## src/rtl/conv_window_3x3.sv

```systemverilog
// conv_window_3x3: raster-stream 3x3 sliding-window generator built from two line buffers and a 3x3 register array
module conv_window_3x3 #(
    parameter int DATA_WIDTH = 8,
    parameter int IMG_WIDTH  = 28,
    parameter int IMG_HEIGHT = 28
) (
    input  logic                    clock,
    input  logic                    reset,
    input  logic                    in_valid,
    output logic                    in_ready,
    input  logic [DATA_WIDTH-1:0]   in_data,
    output logic                    win_valid,
    input  logic                    win_ready,
    output logic [9*DATA_WIDTH-1:0] win_data,
    output logic                    frame_done
);
    localparam int CW = $clog2(IMG_WIDTH);
    localparam int RW = $clog2(IMG_HEIGHT);
    localparam int DW = DATA_WIDTH;
    logic [CW-1:0] col;
    logic [RW-1:0] row;
    logic [DW-1:0] line_buf0 [IMG_WIDTH];
    logic [DW-1:0] line_buf1 [IMG_WIDTH];
    logic [9*DW-1:0] win, win_next;
    logic accept, emit, col_last, row_last;
    assign in_ready = !win_valid || win_ready;
    assign accept   = in_valid && in_ready;
    assign col_last = col == CW'(IMG_WIDTH - 1);
    assign row_last = row == RW'(IMG_HEIGHT - 1);
    assign emit     = accept && row >= RW'(2) && col >= CW'(2);
    always_comb begin
        win_next = win;
        for (int r = 0; r < 3; r++) begin
            win_next[DW*(3*r)   +: DW] = win[DW*(3*r+1) +: DW];
            win_next[DW*(3*r+1) +: DW] = win[DW*(3*r+2) +: DW];
        end
        win_next[DW*2 +: DW] = line_buf1[col];
        win_next[DW*5 +: DW] = line_buf0[col];
        win_next[DW*8 +: DW] = in_data;
    end
    always_ff @(posedge clock) begin
        if (accept) begin
            win            <= win_next;
            line_buf1[col] <= line_buf0[col];
            line_buf0[col] <= in_data;
        end
    end
    always_ff @(posedge clock) begin
        if (reset) begin
            col        <= '0;
            row        <= '0;
            win_valid  <= 1'b0;
            win_data   <= '0;
            frame_done <= 1'b0;
        end else begin
            frame_done <= accept && col_last && row_last;
            if (accept) begin
                col <= col_last ? '0 : col + 1'b1;
                row <= col_last ? (row_last ? '0 : row + 1'b1) : row;
            end
            if (emit) begin
                win_valid <= 1'b1;
                win_data  <= win_next;
            end else if (win_ready) begin
                win_valid <= 1'b0;
            end
        end
    end
endmodule
```

## config.mk

```make
export PLATFORM = sky130hd
export DESIGN_NAME = conv_window_3x3
export DESIGN_NICKNAME = d
export VERILOG_FILES = /design/src/rtl/conv_window_3x3.sv
export SDC_FILE = /design/constraint.sdc
export NUM_CORES = 1
export LEC_CHECK = 0
export ABC_AREA = 1
export CAP_MARGIN = 15
export CORE_AREA = 4 4 197 199
export DETAILED_ROUTE_END_ITERATION = 8
export DIE_AREA = 0 0 201 203
export PLACE_DENSITY_LB_ADDON = 0.05
export SLEW_MARGIN = 25
export SYNTH_ARGS = -nofsm -noshare
export SYNTH_HDL_FRONTEND = slang
export SYNTH_SLANG_ARGS = --single-unit
export TNS_END_PERCENT = 20
```

## constraint.sdc

```tcl
create_clock -name clock -period 4.3 [get_ports clock]
set_input_delay 0.645 -clock clock [delete_from_list [all_inputs] [get_ports clock]]
set_output_delay 0.645 -clock clock [all_outputs]
set_load 0.02 [all_outputs]
```

==> run metrics, run 1 <==
Detail Placement HPWL 34.0 mm; Die Y 203 um; number of enable flip-flop cells after synthesis 496; CP arrival 3.38 ns; worst-margin pin slew 1.03 ns; clock sink count 585; cts bufs inserted 57; largest cells by area after synthesis edfxtp_1 62%, nand2_1 11%, dfxtp_1 7.4%; met3 GRT Util 0.0387; share of layout cells above drive strength 1 0.0660; routability cong. 0.914; initial antenna violation count 2; area grow syn2layout 12.9%; Combinational Power Share 0.071; WHS 0.441 ns; met1 Track Usage GR 0.394; Post-CTS Setup Bufs 0; Yosys reg bits 585; Initial Utilization 0.643; # DRC 0; Die Span X 201 um; register area share after synthesis 0.696; Routed WL 58.5 mm; main flop type after synthesis edfxtp_1; mapped cell area 23900 um^2; Seq pwr share 0.534; Avg Vias per Cell 5.59; Core ar. 37200 um^2; Final #Nets 2379; initial detailed-routing violation count 1612; FMAX 304 MHz; final setup fails 0; CP Buf/Inv Count 2; total number of vias 16100; final hold violation count 0; status finished clean; CP max FO 83; Antenna diodes 0; Final min period 3.29 ns; Placed Cells incl. Taps 2776; clock share of power 0.396; die area 40800 um^2; crit path cell chain inv_6 > buf_4 > nand2_1 > nand3_1 > nand3_1 > nand2_1 > nand2_1 > nand3_1 > nand2_1; RSZ-0062 raised after global routing false; fin crit share 0.765; P_sw 2.71 mW; pin count of the biggest net entering global routing 123; top cell family by delay on the critical path simple AND/OR/NAND/NOR gates; Mean Syn Cell Area 10.5 um^2; Yosys warning total 0; WL/cell 20.3 um; worst setup path category register to register; first-pass GRT wire length 89.5 mm; CP Capture Type register; Leakage 10.9 nW; Final Non-Filler Cells 2883; worst rel slew slack 0.315; first drt pass iteration count 6; H-tree depth 2; Total GRT Usage 0.285; Post-synth ARST share 0; clock-pin slew on the worst setup and hold paths 0.06 ns; Design Area, Final 27000 um^2; Cells after Synth 2271; Final Max Tran Viols 0; IO Count 87; peak supply drop 0.538 mV; standard-cell rows 71; hold crit path type register to register; CTS root buffer clkbuf_16; vias in the first global route 15500; switching portion of total power 0.228; cell taking the most area after synthesis edfxtp_1; Power Density 441 nW/um^2; CP most frequent cell nand2_1; placed cell areas 25300 um^2; Port Buf Inserts 86; TritonCTS clock tree done; Syn Nets 2289; post-cts resize count 0; clk_skew 0.0216 ns; antenna-violating nets left 0; top-area cell type share of the netlist area 0.622; post-synth cell types 29; CP max-delay cell nand2_1; WP data required 4.39 ns; clock buffer depth 3; crit-path max cell delay 0.63 ns; # hold bufs at CTS 0; Setup crit start kind register; max-cap viol count 0; met2 usage 0.463; Int Pwr 9.20 mW; total gr overflow 0; Setup TNS Final 0 ns; clk_lat worst skew 0.61 ns; Top Usage Layer GRT met2
[worst paths after layout]
| check | startpoint | end | slack, ns | cells past startpoint |
|---|---|---|---|---|
| setup / recovery | register | line_buf1[8][4]$_DFFE_PP_ | 1.01 | 9 |
| hold / removal | win[23]$_DFFE_PP_ | win[15]$_DFFE_PP_ | 0.44 | 0 |
| setup reg to reg | register | line_buf1[8][4]$_DFFE_PP_ | 1.01 | 9 |
| hold reg to reg | win[23]$_DFFE_PP_ | win[15]$_DFFE_PP_ | 0.44 | 0 |
[worst reg2reg max path, delay by kind of cell (launching register included)]
family                 cells  cell delay [ns]
flip-flops                 1             0.47
AND/OR/NAND/NOR            7             1.29
buffers and inverters      2             1.01
[per-layer routing]
layer | part of all wire | vias up
met4 | 0.043 | 2
li1 | - | 7617
met2 | 0.48 | 663
met5 | 0.00019 | -
met3 | 0.071 | 126
met1 | 0.41 | 7721
[area by class of cell]
class,count,area (um^2)
clock buffer,82,1560
clock inverter,25,194
fill,2582,10200
inverter,310,1170
multi-input combinational,1259,5460
sequential,585,16700
tap,474,593
timing repair buffer,148,1380
[cells in the mapped netlist, drive strengths merged (4+ instances only)]
library cell and instances:
ha 6, nand2 728, inv 309, clkbuf 30, a21oi 66, o21ai 33
nand3 299, o211ai 16, edfxtp 496, or2 5, nor2 82, o21a 13
nor3 4, dfxtp 89, buf 87
[sequential cells by signal, indices dropped and copies added (netlist names), named ones only]
register,flops
win,48
win_data,72
line_buf0,224
col,5
row,5
win_valid,1
frame_done,1
line_buf1,224
[stage by stage]
step	total power, mW	utilization	setup slack, ns
2_1_floorplan	6.97	-	1.23
3_3_place_gp	7.30	0.679	1.00
3_5_place_dp	7.31	0.679	0.999
4_1_cts	12.0	0.726	1.02
5_1_grt	12.3	0.726	0.786
6_report	11.9	0.726	1.01
[power groups by stage]
stage          clock [mW]  sequential, mW  combinational (mW)
6_report             4.72            6.36               0.841
5_1_grt              5.02            6.37               0.917
4_1_cts              4.78            6.36               0.834
3_5_place_dp            0            6.48               0.831
3_3_place_gp            0            6.48               0.818
2_1_floorplan           0            6.46               0.505
[cells in the final DEF, fill, tap and decap left out, drive strengths merged, types with 13 or more instances in the layout]
master | synthesis | final
o211ai | 16 | 16
a21oi | 66 | 66
clkinv | 1 | 21
clkdlybuf4s50 | 0 | 82
nand2 | 728 | 728
o21a | 13 | 13
buf | 87 | 66
clkbuf | 30 | 82
nand3 | 299 | 299
inv | 309 | 310
edfxtp | 496 | 496
dfxtp | 89 | 89
nor2 | 82 | 82
o21ai | 33 | 33
[cell families after synthesis]
kind of cell / synth area share
adder cells (fa/ha/maj): 0.00314
XOR/XNOR: 0.000732
buffers and inverters: 0.0761
AND/OR/NAND/NOR: 0.193
flip-flops: 0.696
AO/OA/AOI/OAI: 0.0308
Power figures use the tool's default switching activity.
==> run 2: changes to the inputs <==
--- a/config.mk
+++ b/config.mk
@@ -7,9 +7,9 @@
 export LEC_CHECK = 0
 export ABC_AREA = 1
 export CAP_MARGIN = 15
-export CORE_AREA = 4 4 197 199
+export CORE_AREA = 4 4 204 206
 export DETAILED_ROUTE_END_ITERATION = 8
-export DIE_AREA = 0 0 201 203
+export DIE_AREA = 0 0 208 210
 export PLACE_DENSITY_LB_ADDON = 0.05
 export SLEW_MARGIN = 25
 export SYNTH_ARGS = -nofsm -noshare
==> constraint.sdc (replaced) <==
create_clock -name clock -period 3.35 [get_ports clock]
set_input_delay 0.5025 -clock clock [delete_from_list [all_inputs] [get_ports clock]]
set_output_delay 0.5025 -clock clock [all_outputs]
set_load 0.02 [all_outputs]
==> run metrics, run 2 (same netlist as run 1, synthesis figures left out) <==
clock buffer depth 3; share of layout cells above drive strength 1 0.0823; WP data required 3.61 ns; Power Density 581 nW/um^2; clock sink count 585; WHS 0.447 ns; commonest non-fill, non-tap cell in the layout nand2_1; worst-margin pin slew 0.973 ns; initial detailed-routing violation count 1871; Combinational Power Share 0.070; Core ar. 39600 um^2; FMAX 357 MHz; total number of vias 16100; CP max FO 34; Final Util 0.696; Int Pwr 12.5 mW; Pwr Total 16.0 mW; FILL cells 2926; worst setup path category register to register; CTS root buffer clkbuf_16; standard-cell rows 73; Routed WL 60.0 mm; TritonCTS clock tree done; first drt pass iteration count 6; Leakage 11.2 nW; cts bufs inserted 57; peak supply drop 0.466 mV; clk_skew 0.0185 ns; Post-CTS Setup Bufs 0; Final Max Tran Viols 0; pin count of the biggest net entering global routing 83; placed cell areas 25600 um^2; post-cts resize count 0; CP Capture Type register; area grow syn2layout 15.2%; Die Y 210 um; final setup fails 0; status finished clean; H-tree depth 2; WL/cell 20.2 um; vias in the first global route 15800; max-cap viol count 0; Hold Crit Endpoint win[35]$_DFFE_PP_; FF-to-FF path depth 7; fin crit share 0.836; CP arrival 3.06 ns; clock share of power 0.420; Total GRT Usage 0.275; Final min period 2.80 ns; initial antenna violation count 1; Die Span X 208 um; Initial Utilization 0.604; Port Buf Inserts 86; Detail Placement HPWL 36.8 mm; setup slack, reg-to-reg 0.55 ns; RSZ-0062 raised after global routing false; die area 43700 um^2; Setup TNS Final 0 ns; P_sw 3.57 mW; first-pass GRT wire length 93.0 mm; switching portion of total power 0.223; antenna-violating nets left 0; hold path depth 0; Antenna diodes 0; # hold bufs at CTS 0; hold crit path type register to register; Seq pwr share 0.509; most frequent cells in the layout 727 x nand2_1, 496 x edfxtp_1, 303 x inv_1, 297 x nand3_1, 87 x buf_4; worst hold start win[43]$_DFFE_PP_; Avg Vias per Cell 5.43; # DRC 0; clock-pin slew on the worst setup and hold paths 0.06 ns; clk_lat worst skew 0.61 ns; Setup crit start kind register; Largest regs line_buf0: 224 flops, line_buf1: 224 flops, win_data: 72 flops; routability cong. 0.838; IO Count 87; final hold violation count 0; Final #Nets 2410; Design Area, Final 27600 um^2; worst rel slew slack 0.351; total gr overflow 0; RR Endpoint line_buf1[22][6]$_DFFE_PP_
## run 2: cell count changes in the layout (fill, tap and decap cells not counted), sizes merged, moves of 2 or more
| cell | change |
|---|---|
| clkinv | +6 |
| clkinvlp | +2 |
| clkdlybuf4s50 | +3 |
| buf | +28 |
| clkbuf | -12 |
| bufinv | +6 |
## run 2: critical path, stage by stage, from the launching register on
cell,delay (ns)
dfxtp_4,0.60
buf_4,0.43
a21oi_1,0.11
o21ai_0,0.11
o211ai_1,0.18
nand3_1,0.19
nand2_1,0.09
inv_1,0.71
## run 2: worst max-delay path by stage
stage                            endpoint      start  slack [ns]  cells past startpoint
2_1_floorplan   line_buf0[0][0]$_DFFE_PP_  win_ready        0.43                      6
5_1_grt         line_buf1[7][1]$_DFFE_PP_   register        0.39                     11
3_3_place_gp   line_buf1[24][1]$_DFFE_PP_   register        0.58                      8
4_1_cts         line_buf1[7][1]$_DFFE_PP_   register        0.53                      8
3_5_place_dp    line_buf1[8][1]$_DFFE_PP_   register        0.55                      8
6_report       line_buf1[22][6]$_DFFE_PP_   register        0.55                      7
## run 2: final cells by class
type                       count  area (um^2)  share of cell area
inverter                     310         1170              0.0424
sequential                   585        16700               0.605
clock buffer                  70         1590              0.0576
tap                          525          657              0.0238
timing repair buffer         179         1630              0.0590
clock inverter                38          407              0.0147
multi-input combinational   1259         5450               0.198
## run 2: power by group through the flow
| stage | combinational [mW] | sequential (mW) | clock [mW] |
|---|---|---|---|
| global placement | 1.11 | 8.31 | 0 |
| finish | 1.13 | 8.16 | 6.73 |
| global route | 1.24 | 8.16 | 7.15 |
| CTS | 1.13 | 8.16 | 6.81 |
| floorplan | 0.648 | 8.29 | 0 |
| detailed placement | 1.13 | 8.32 | 0 |
## run 2: routing by layer
layer  up-vias  share of wire  global-route usage
met1      7759           0.41               0.373
li1       7687              -                   -
met4         0          0.038               0.110
met5         -              0                   0
met2       558           0.49               0.458
met3       115          0.062              0.0354
## run 2: stage by stage
step / worst slack, ns / std cells
3_3_place_gp: 0.578 / 2858
2_1_floorplan: 0.426 / 2271
5_1_grt: 0.393 / 2966
4_1_cts: 0.526 / 2966
3_5_place_dp: 0.546 / 2858
6_report: 0.548 / 2966
